`config.mk`:
```
export PLATFORM = sky130hd
export DESIGN_NAME = lap_stopwatch
export DESIGN_NICKNAME = d
export VERILOG_FILES = /design/src/rtl/stopwatch_pkg.sv /design/src/rtl/sw_btn_edge.sv /design/src/rtl/lap_stopwatch.sv
export SDC_FILE = /design/constraint.sdc
export NUM_CORES = 1
export LEC_CHECK = 0
export BUFFER_PORTS_ARGS = -buffer_cell sky130_fd_sc_hd__buf_4
export CAP_MARGIN = 25
export CORE_AREA = 4 4 128 130
export CTS_CLUSTER_SIZE = 40
export DETAILED_ROUTE_END_ITERATION = 6
export DIE_AREA = 0 0 132 134
export PLACE_DENSITY_LB_ADDON = 0.12
export SKIP_LAST_GASP = 1
export SYNTH_ARGS = -nofsm -noshare
export SYNTH_HDL_FRONTEND = slang
export SYNTH_SLANG_ARGS = --single-unit
export TNS_END_PERCENT = 5
```
`constraint.sdc`:
```
create_clock -name Clk -period 2.85 [get_ports Clk]
set_input_delay 0.1425 -clock Clk [delete_from_list [all_inputs] [get_ports Clk]]
set_output_delay 0.1425 -clock Clk [all_outputs]
set_load 0.01 [all_outputs]
```
`src/rtl/stopwatch_pkg.sv`:
```
// Shared definitions for the lap stopwatch: FSM encodings, BCD limits,
// time-word layout and a two-digit BCD increment helper.
package stopwatch_pkg;

    typedef enum logic [1:0] {
        S_IDLE  = 2'd0,
        S_RUN   = 2'd1,
        S_PAUSE = 2'd2
    } sw_state_e;

    localparam logic [3:0] BCD_UNIT_MAX    = 4'd9;
    localparam logic [3:0] BCD_TEN_SEC_MAX = 4'd5;

    localparam int unsigned TIME_W   = 24;
    localparam int unsigned CSEC_LSB = 0;
    localparam int unsigned SEC_LSB  = 8;
    localparam int unsigned MIN_LSB  = 16;

    localparam logic [7:0] CSEC_LIM = {BCD_UNIT_MAX, BCD_UNIT_MAX};
    localparam logic [7:0] SEC_LIM  = {BCD_TEN_SEC_MAX, BCD_UNIT_MAX};

    // Returns {carry, next}; the pair wraps to 00 with carry when v equals lim.
    function automatic logic [8:0] bcd_step(input logic [7:0] v, input logic [7:0] lim);
        logic [8:0] r;
        if (v == lim) begin
            r = {1'b1, 8'h00};
        end else if (v[3:0] == BCD_UNIT_MAX) begin
            r = {1'b0, v[7:4] + 4'd1, 4'd0};
        end else begin
            r = {1'b0, v[7:4], v[3:0] + 4'd1};
        end
        return r;
    endfunction

endpackage

```
`src/rtl/sw_btn_edge.sv`:
```
// Async active-low push button: 2-FF synchroniser plus falling-edge detector.
// Flops reset to the pressed level so a button held through reset never fires.
module sw_btn_edge (
    input  logic clk,
    input  logic rst_n,
    input  logic btn_n_i,
    output logic press_c
);

    logic [2:0] sync_q;

    always_ff @(posedge clk or negedge rst_n) begin
        if (!rst_n) begin
            sync_q <= '0;
        end else begin
            sync_q <= {sync_q[1:0], btn_n_i};
        end
    end

    assign press_c = sync_q[2] & ~sync_q[1];

endmodule

```
`src/rtl/lap_stopwatch.sv`:
```
// MM:SS.cc BCD stopwatch with start/stop/clear control and a circular
// lap memory read back newest-first through LapSel.
module lap_stopwatch
    import stopwatch_pkg::*;
#(
    parameter int unsigned CLK_HZ    = 50_000_000,
    parameter int unsigned LAP_DEPTH = 4,
    parameter int unsigned MAX_MIN   = 59,
    localparam int unsigned LW       = $clog2(LAP_DEPTH)
) (
    input  logic          Clk,
    input  logic          Rst,
    input  logic          fStart,
    input  logic          fStop,
    input  logic          fLap,
    input  logic [LW-1:0] LapSel,
    output logic [7:0]    oCSec,
    output logic [7:0]    oSec,
    output logic [7:0]    oMin,
    output logic          oRun,
    output logic          oWrap,
    output logic [LW:0]   oLapCnt,
    output logic [23:0]   oLapTime
);

    localparam int unsigned DIV = CLK_HZ / 100;
    localparam int unsigned DW  = $clog2(DIV);
    localparam logic [7:0]  MIN_LIM = {4'(MAX_MIN / 10), 4'(MAX_MIN % 10)};

    logic start_p, stop_p, lap_p;

    sw_btn_edge u_btn_start (.clk(Clk), .rst_n(Rst), .btn_n_i(fStart), .press_c(start_p));
    sw_btn_edge u_btn_stop  (.clk(Clk), .rst_n(Rst), .btn_n_i(fStop),  .press_c(stop_p));
    sw_btn_edge u_btn_lap   (.clk(Clk), .rst_n(Rst), .btn_n_i(fLap),   .press_c(lap_p));

    sw_state_e         state_q, state_d;
    logic [DW-1:0]     div_q, div_d;
    logic [TIME_W-1:0] time_q, time_d;
    logic              wrap_q, wrap_d;
    logic              run_q;
    logic [LW-1:0]     wptr_q, wptr_d;
    logic [LW:0]       lcnt_q, lcnt_d;
    logic [TIME_W-1:0] laptime_q, laptime_d;
    logic [TIME_W-1:0] lap_mem_q [LAP_DEPTH];
    logic              lap_we;
    logic              tick;
    logic [LW-1:0]     rd_idx;

    logic       cs_cy, s_cy, m_cy;
    logic [7:0] cs_nx, s_nx, m_nx;

    assign {cs_cy, cs_nx} = bcd_step(time_q[CSEC_LSB +: 8], CSEC_LIM);
    assign {s_cy,  s_nx}  = bcd_step(time_q[SEC_LSB  +: 8], SEC_LIM);
    assign {m_cy,  m_nx}  = bcd_step(time_q[MIN_LSB  +: 8], MIN_LIM);

    // Next-state, divider, time ripple and lap-write control.
    always_comb begin
        state_d = state_q;
        div_d   = div_q;
        time_d  = time_q;
        wrap_d  = 1'b0;
        wptr_d  = wptr_q;
        lcnt_d  = lcnt_q;
        lap_we  = 1'b0;
        tick    = 1'b0;
        unique case (state_q)
            S_IDLE: begin
                if (start_p) begin
                    state_d = S_RUN;
                    div_d   = '0;
                end
            end
            S_RUN: begin
                tick  = (div_q == DW'(DIV - 1));
                div_d = tick ? '0 : div_q + DW'(1);
                if (tick) begin
                    time_d[CSEC_LSB +: 8] = cs_nx;
                    if (cs_cy) time_d[SEC_LSB +: 8] = s_nx;
                    if (cs_cy && s_cy) time_d[MIN_LSB +: 8] = m_nx;
                    wrap_d = cs_cy & s_cy & m_cy;
                end
                // Lap is taken before Stop is acted on, so both can land together.
                if (lap_p) begin
                    lap_we = 1'b1;
                    wptr_d = wptr_q + LW'(1);
                    if (lcnt_q != (LW+1)'(LAP_DEPTH)) lcnt_d = lcnt_q + (LW+1)'(1);
                end
                if (stop_p) state_d = S_PAUSE;
            end
            S_PAUSE: begin
                if (stop_p) begin
                    state_d = S_IDLE;
                    time_d  = '0;
                    div_d   = '0;
                    wptr_d  = '0;
                    lcnt_d  = '0;
                end else if (start_p) begin
                    state_d = S_RUN;
                end
            end
            default: state_d = S_IDLE;
        endcase
    end

    assign rd_idx = wptr_q - LW'(1) - LapSel;

    always_comb begin
        laptime_d = '0;
        if ({1'b0, LapSel} < lcnt_q) laptime_d = lap_mem_q[rd_idx];
    end

    always_ff @(posedge Clk or negedge Rst) begin
        if (!Rst) begin
            state_q   <= S_IDLE;
            div_q     <= '0;
            time_q    <= '0;
            wrap_q    <= 1'b0;
            run_q     <= 1'b0;
            wptr_q    <= '0;
            lcnt_q    <= '0;
            laptime_q <= '0;
            for (int i = 0; i < LAP_DEPTH; i++) lap_mem_q[i] <= '0;
        end else begin
            state_q   <= state_d;
            div_q     <= div_d;
            time_q    <= time_d;
            wrap_q    <= wrap_d;
            run_q     <= (state_d == S_RUN);
            wptr_q    <= wptr_d;
            lcnt_q    <= lcnt_d;
            laptime_q <= laptime_d;
            if (lap_we) lap_mem_q[wptr_q] <= time_q;
        end
    end

    assign oCSec    = time_q[CSEC_LSB +: 8];
    assign oSec     = time_q[SEC_LSB  +: 8];
    assign oMin     = time_q[MIN_LSB  +: 8];
    assign oRun     = run_q;
    assign oWrap    = wrap_q;
    assign oLapCnt  = lcnt_q;
    assign oLapTime = laptime_q;

endmodule

```
[Word-level counts from Yosys, hierarchy flattened]
Cells that the tools add are included.
Operators by class
  add/sub/neg operators: 11
  $lt $le $gt $ge: 4
  equality and inequality tests: 21
  bitwise operators: 10
  muxes and demuxes: 37
  reductions and logical operators: 14
Operators with widths (count)
  24-bit two-way mux: 6
  96-bit bitwise mux: 1
  19-bit two-way mux: 3
  19-bit one-hot mux with 3 select lines: 1
  24-bit binary-select mux with 2-bit select: 1
  24-bit demux with 2-bit select: 1
  24-bit one-hot mux with 2 select lines: 1
  8-bit two-way mux: 5
  9-bit two-way mux: 3
  4-bit by 1-bit adder with 4-bit output, second input constant: 6
  19-bit by 1-bit adder with 19-bit output, second input constant: 1
  19-bit == test, second input constant: 1
  8-bit by 7-bit == test with 1-bit output, second input constant: 2
  4-bit AND reduction: 4
  2-bit inequality test, second input constant: 7
  4-bit == test, second input constant: 3
  3-bit inequality test, second input constant: 4
  2-bit two-way mux: 5
  5-bit AND reduction: 2
  3-bit two-way mux: 3
  3-bit AND reduction: 3
  8-bit == test, second input constant: 1
  3-bit greater-or-equal comparator, second input constant: 2
  2-bit inverter with 3-bit output: 2
  other kinds (18): 29
Storage, ports and cells
  logic and storage cells: 117
  flip-flop bits (word level): 181
  output and inout port bits: 53
  bits of input ports: 7

[Depth between registers and ports, before layout]
  depth in word-level cells: 7
  mapped depth: 8

[Modules after synthesis]
A second synthesis with hierarchy kept.
Unflattened totals
  cells, all modules: 680
  area total of the unflattened synthesis: 8229.1 um^2
By module, submodules not included
  lap_stopwatch: area an instance 7962.6 um^2, times used 1, seq. area each 4304.1 um^2, cells each 668
  sw_btn_edge: area an instance 88.8 um^2, times used 3, seq. area each 75.1 um^2, cells each 4

[Least setup slack after synthesis]
OpenSTA, ideal clock, no wires.
  path kind: register to register
  from: reg wptr_q[0]
  to: reg laptime_q[17] (netlist: oLapTime[17])
  stages on the path, launching flop included: 6
  slack: 768 ps
  arrival time: 1950 ps
  library setup time: 132 ps
  data required time: 2718 ps
  buffers on the path: 2
  cell sequence: dfrtp_1 ha_1 buf_1 buf_2 mux4_2 nor2b_1
Between the ends
  word-level cells in the longest chain between the ends: 7
RTL lines
  start: declaration: line lap_stopwatch.sv:41  | logic [LW-1:0] wptr_q, wptr_d;
  start signal: assignment: line lap_stopwatch.sv:129  | wptr_q <= wptr_d;
  2-bit by 1-bit subtractor with 2-bit output: line lap_stopwatch.sv:105  | assign rd_idx = wptr_q - LW'(1) - LapSel;
  2-bit subtractor: line lap_stopwatch.sv:105
  2-bit inverter with 3-bit output (implied by the code): line lap_stopwatch.sv:109  | if ({1'b0, LapSel} < lcnt_q) laptime_d = lap_mem_q[rd_idx];
  24-bit binary-select mux with 2-bit select: line lap_stopwatch.sv:109
  24-bit two-way mux (implied by the code) (2 in series): line lap_stopwatch.sv:109
  24-bit two-way mux: line lap_stopwatch.sv:109
  via laptime_d[17]: line lap_stopwatch.sv:43  | logic [TIME_W-1:0] laptime_q, laptime_d;
  end signal: assignment: line lap_stopwatch.sv:131  | laptime_q <= laptime_d;
  end: declaration: line lap_stopwatch.sv:43
The timed path passes the listed nets, and every way through them passes these cells. The select of a mux whose other input is x is not followed.
A chain may end at the register's enable or synchronous reset.

[Worst setup path in the final report]
  from: reg wptr_q[0]
  to: reg laptime_q[18] (netlist: oLapTime[18])
Same word-level chain as after synthesis.

==> impl_summary.log <==
[metrics] flop and latch count out of synthesis: 181
[metrics] number of standard cells in the layout, taps in and fillers out: 938
[metrics] number of buffers and inverters on the critical path: 1
[metrics] number of setup buffers added after CTS: 0
[metrics] biggest area consumer among synthesized cells: sky130_fd_sc_hd__dfrtp_1
[metrics] number of vias after detailed routing: 5516
[metrics] worst hold path cell count: 0
[metrics] routability congestion estimate: 0.842
[metrics] fraction of registers with async set/reset: 100%
[metrics] Clk Latency, worst-skew pair: 0.43 ns
[metrics] Layout Area Growth over Synthesis: 16.1%
[metrics] cell type of the slowest stage on the worst timing path: sky130_fd_sc_hd__xnor2_2
[metrics] CP Launch Type: register
[metrics] total overflow reported by the global router: 0
[metrics] share of synthesized area occupied by flip-flops and latches: 54.9%
[metrics] final count of negative-setup-slack endpoints: 0
[metrics] Main synth FF type: sky130_fd_sc_hd__dfrtp_1
[metrics] Post-synth EDFFs: 0
[metrics] number of fill cells: 1182
[metrics] Cell Chain, Critical Path: ha_1 > xnor2_1 > xnor2_2 > buf_12 > mux4_2 > nor2b_1
[metrics] largest cells by area after synthesis: sky130_fd_sc_hd__dfrtp_1 55%, sky130_fd_sc_hd__mux2_2 10%, sky130_fd_sc_hd__mux4_2 6.5%
[metrics] width of the die: 132 um
[metrics] area share of the leading cell type in the synthesized netlist: 54.9%
[metrics] TritonCTS clock tree: done
[metrics] number of antenna violations at the first check in global routing: 0
[metrics] Layout Nets: 765
[metrics] endpoint of the worst hold-timing path: u_btn_start.sync_q[1]
[metrics] number of design-rule violations left by the first detailed-router iteration: 275
[metrics] proportion of layout cells with a drive suffix above 1: 29.6%
[metrics] DIE AREA: 17700 um2
[metrics] average footprint of a synthesized cell: 12.3 um2
[metrics] IO Port Bufs: 59
[metrics] vias in the first global route: 5786
[metrics] TNS Setup: 0 ns
[metrics] global-route wire length before repair: 30.7 mm
[metrics] leading post-synthesis cells by instance count: 181 x sky130_fd_sc_hd__dfrtp_1, 76 x sky130_fd_sc_hd__mux2_2, 58 x sky130_fd_sc_hd__nand2_1
[metrics] Final HPWL DP: 12.4 mm
[metrics] residual DRC count: 0
[metrics] post-route antenna net violation count: 0
[metrics] core footprint: 15100 um2
[metrics] worst hold path startpoint: u_btn_start.sync_q[0]
[metrics] top-count cell post-synth: sky130_fd_sc_hd__dfrtp_1
[metrics] final worst path period share: 86.1%
[metrics] CTS buffer count: 17
[metrics] number of warnings issued by yosys: 0
[metrics] register-to-register setup slack: 0.40 ns
[metrics] Arr. time, crit path: 2.75 ns
[metrics] height of the die: 134 um
[metrics] number of nets produced by synthesis: 700
[metrics] max-cap violation count: 0
[metrics] Reg2Reg Capture Point: oLapTime[18]
[metrics] setup skew after layout: 0.00809 ns
[metrics] min cycle time layout: 2.45 ns
[metrics] endpoint class of the critical path: register
[metrics] cell count after synthesis: 672
[metrics] first-pass iteration count of the detailed router: 4
[metrics] unrepaired setup endpoints after global routing: no
[metrics] number of top-level pins: 60
[metrics] highest attainable clock frequency: 407 MHz
[metrics] buffer cell driving the clock tree root: sky130_fd_sc_hd__clkbuf_16
[metrics] count of unique library cells instantiated by Yosys: 51
[metrics] worst setup path category: reg2reg
[metrics] outcome: completed
[metrics] total number of clock tree sinks: 181
[metrics] maximum fanout along the worst path: 13
[metrics] Data required, critical path: 3.15 ns
[metrics] global routing usage summed across all routing layers: 22.0%
[metrics] final hold violation count: 0
[metrics] VDD IR-drop max: 0.478 mV
[metrics] classification of the worst-slack hold path: reg2reg
[metrics] Relative slew margins: 32.3%
[metrics] slew at the pin with the worst max-slew slack: 1.01 ns
[metrics] std cell rows: 45
[metrics] DP Cell Count: 902
[metrics] worst reg2reg path depth: 6
[metrics] starting density of the core: 54.5%
[metrics] reg-to-reg critical path startpoint: wptr_q[0]
[metrics] pin count of the biggest net entering global routing: 95
[metrics] Leakage: 0.00463 uW
[metrics] vias per cell: 5.88
[metrics] wire length per cell: 19.7 um
[metrics] Inserted Diodes: 0
[metrics] cell area after synthesis: 8250 um2
[metrics] clk buf depth: 2
[metrics] Largest delay share family, worst path: XOR/XNOR gates
[metrics] total power: 6040 uW
[metrics] htree depth: 4
[metrics] stage delay of the slowest cell on the critical path: 0.79 ns
[metrics] Slew Limit Fails: 0
[metrics] aggregate routed wire length: 18.4 mm
[metrics] Reg clk slew, reported paths: 0.06 ns
[metrics] total power density per cell area: 630 nW/um2
-- registers in the layout (all words and copies together) (netlist names), 2 cells and up --
name / flops
lap_mem_q: 96
div_q: 19
u_btn_lap.sync_q: 3
oLapTime: 24
time_q: 24
state_q: 2
u_btn_stop.sync_q: 3
wptr_q: 2
u_btn_start.sync_q: 3
oLapCnt: 3
-- logic make-up after synthesis --
kind of cell / synth area share [%]
flip-flops: 54.9
multiplexers: 17.5
XOR/XNOR: 0.212
AND/OR/NAND/NOR: 13.5
AO/OA/AOI/OAI: 7.99
buffers and inverters: 2.67
adder cells (fa/ha/maj): 3.18
-- metrics by stage --
step | hold slack, ns | setup slack (ns) | instance area, um2 | util (%)
finish | 0.356 | 0.396 | 9580 | 63.3
floorplan | -0.153 | 0.768 | 8250 | -
global placement | 0.252 | 0.417 | 8980 | 59.3
CTS | 0.344 | 0.336 | 9580 | 63.3
detailed placement | 0.254 | 0.350 | 8980 | 59.3
global route | 0.354 | 0.277 | 9580 | 63.3
-- how the worst max path moves through the flow --
stage | from | to | slack, ns | cells after the start
finish | wptr_q[0] | oLapTime[18] | 0.40 | 6
global route | wptr_q[0] | oLapTime[19] | 0.28 | 6
CTS | wptr_q[0] | oLapTime[18] | 0.34 | 6
detailed placement | wptr_q[0] | oLapTime[19] | 0.35 | 6
global placement | wptr_q[0] | oLapTime[18] | 0.42 | 6
floorplan | wptr_q[0] | oLapTime[17] | 0.77 | 5
-- per-layer routing --
| metal | global-route usage [%] | up-vias | wire [um] |
|---|---|---|---|
| met1 | 29.3 | 2827 | 8200 |
| li1 | - | 2573 | - |
| met4 | 7.41 | 0 | 225 |
| met3 | 5.18 | 12 | 835 |
| met5 | 0 | - | 0 |
| met2 | 36.0 | 104 | 9180 |
-- report_power, final --
| group | switching (uW) | internal [uW] |
|---|---|---|
| clock network | 964 | 1240 |
| logic | 665 | 452 |
| registers | 76.2 | 2640 |
-- layout by cell type, fill, tap and decap left out, drive strengths merged, types with 3 or more instances in the layout --
master / instances
nand4: 11
a21o: 4
nor4: 10
nand2b: 7
nand3b: 6
nor3b: 4
a31oi: 14
or3: 6
o31ai: 4
and4: 4
mux4: 24
clkbuf: 20
dlygate4sd3: 4
clkinvlp: 5
mux2: 76
nor2: 18
buf: 80
a41oi: 4
a21oi: 15
a22o: 4
mux2i: 5
dfrtp: 181
inv: 17
o21ai: 52
ha: 21
nand2: 59
and3: 7
nand3: 28
o22ai: 3
clkinv: 5
nor2b: 31
-- final cells by class --
type	instances	area (um2)	area share, %
clock buffers	20	457	4.77
clock inverters	12	105	1.10
repair buffers	84	682	7.12
multi-input cells	437	3510	36.7
well taps	188	235	2.45
inverters	16	60.1	0.627
flip-flops and latches	181	4530	47.3
-- repair_timing --
item,4_1_cts,5_1_grt
hold endpoints to repair,93,0
resized for setup,0,0
hold buffers,4,0
No activity file was read; power rests on OpenSTA's default activity.
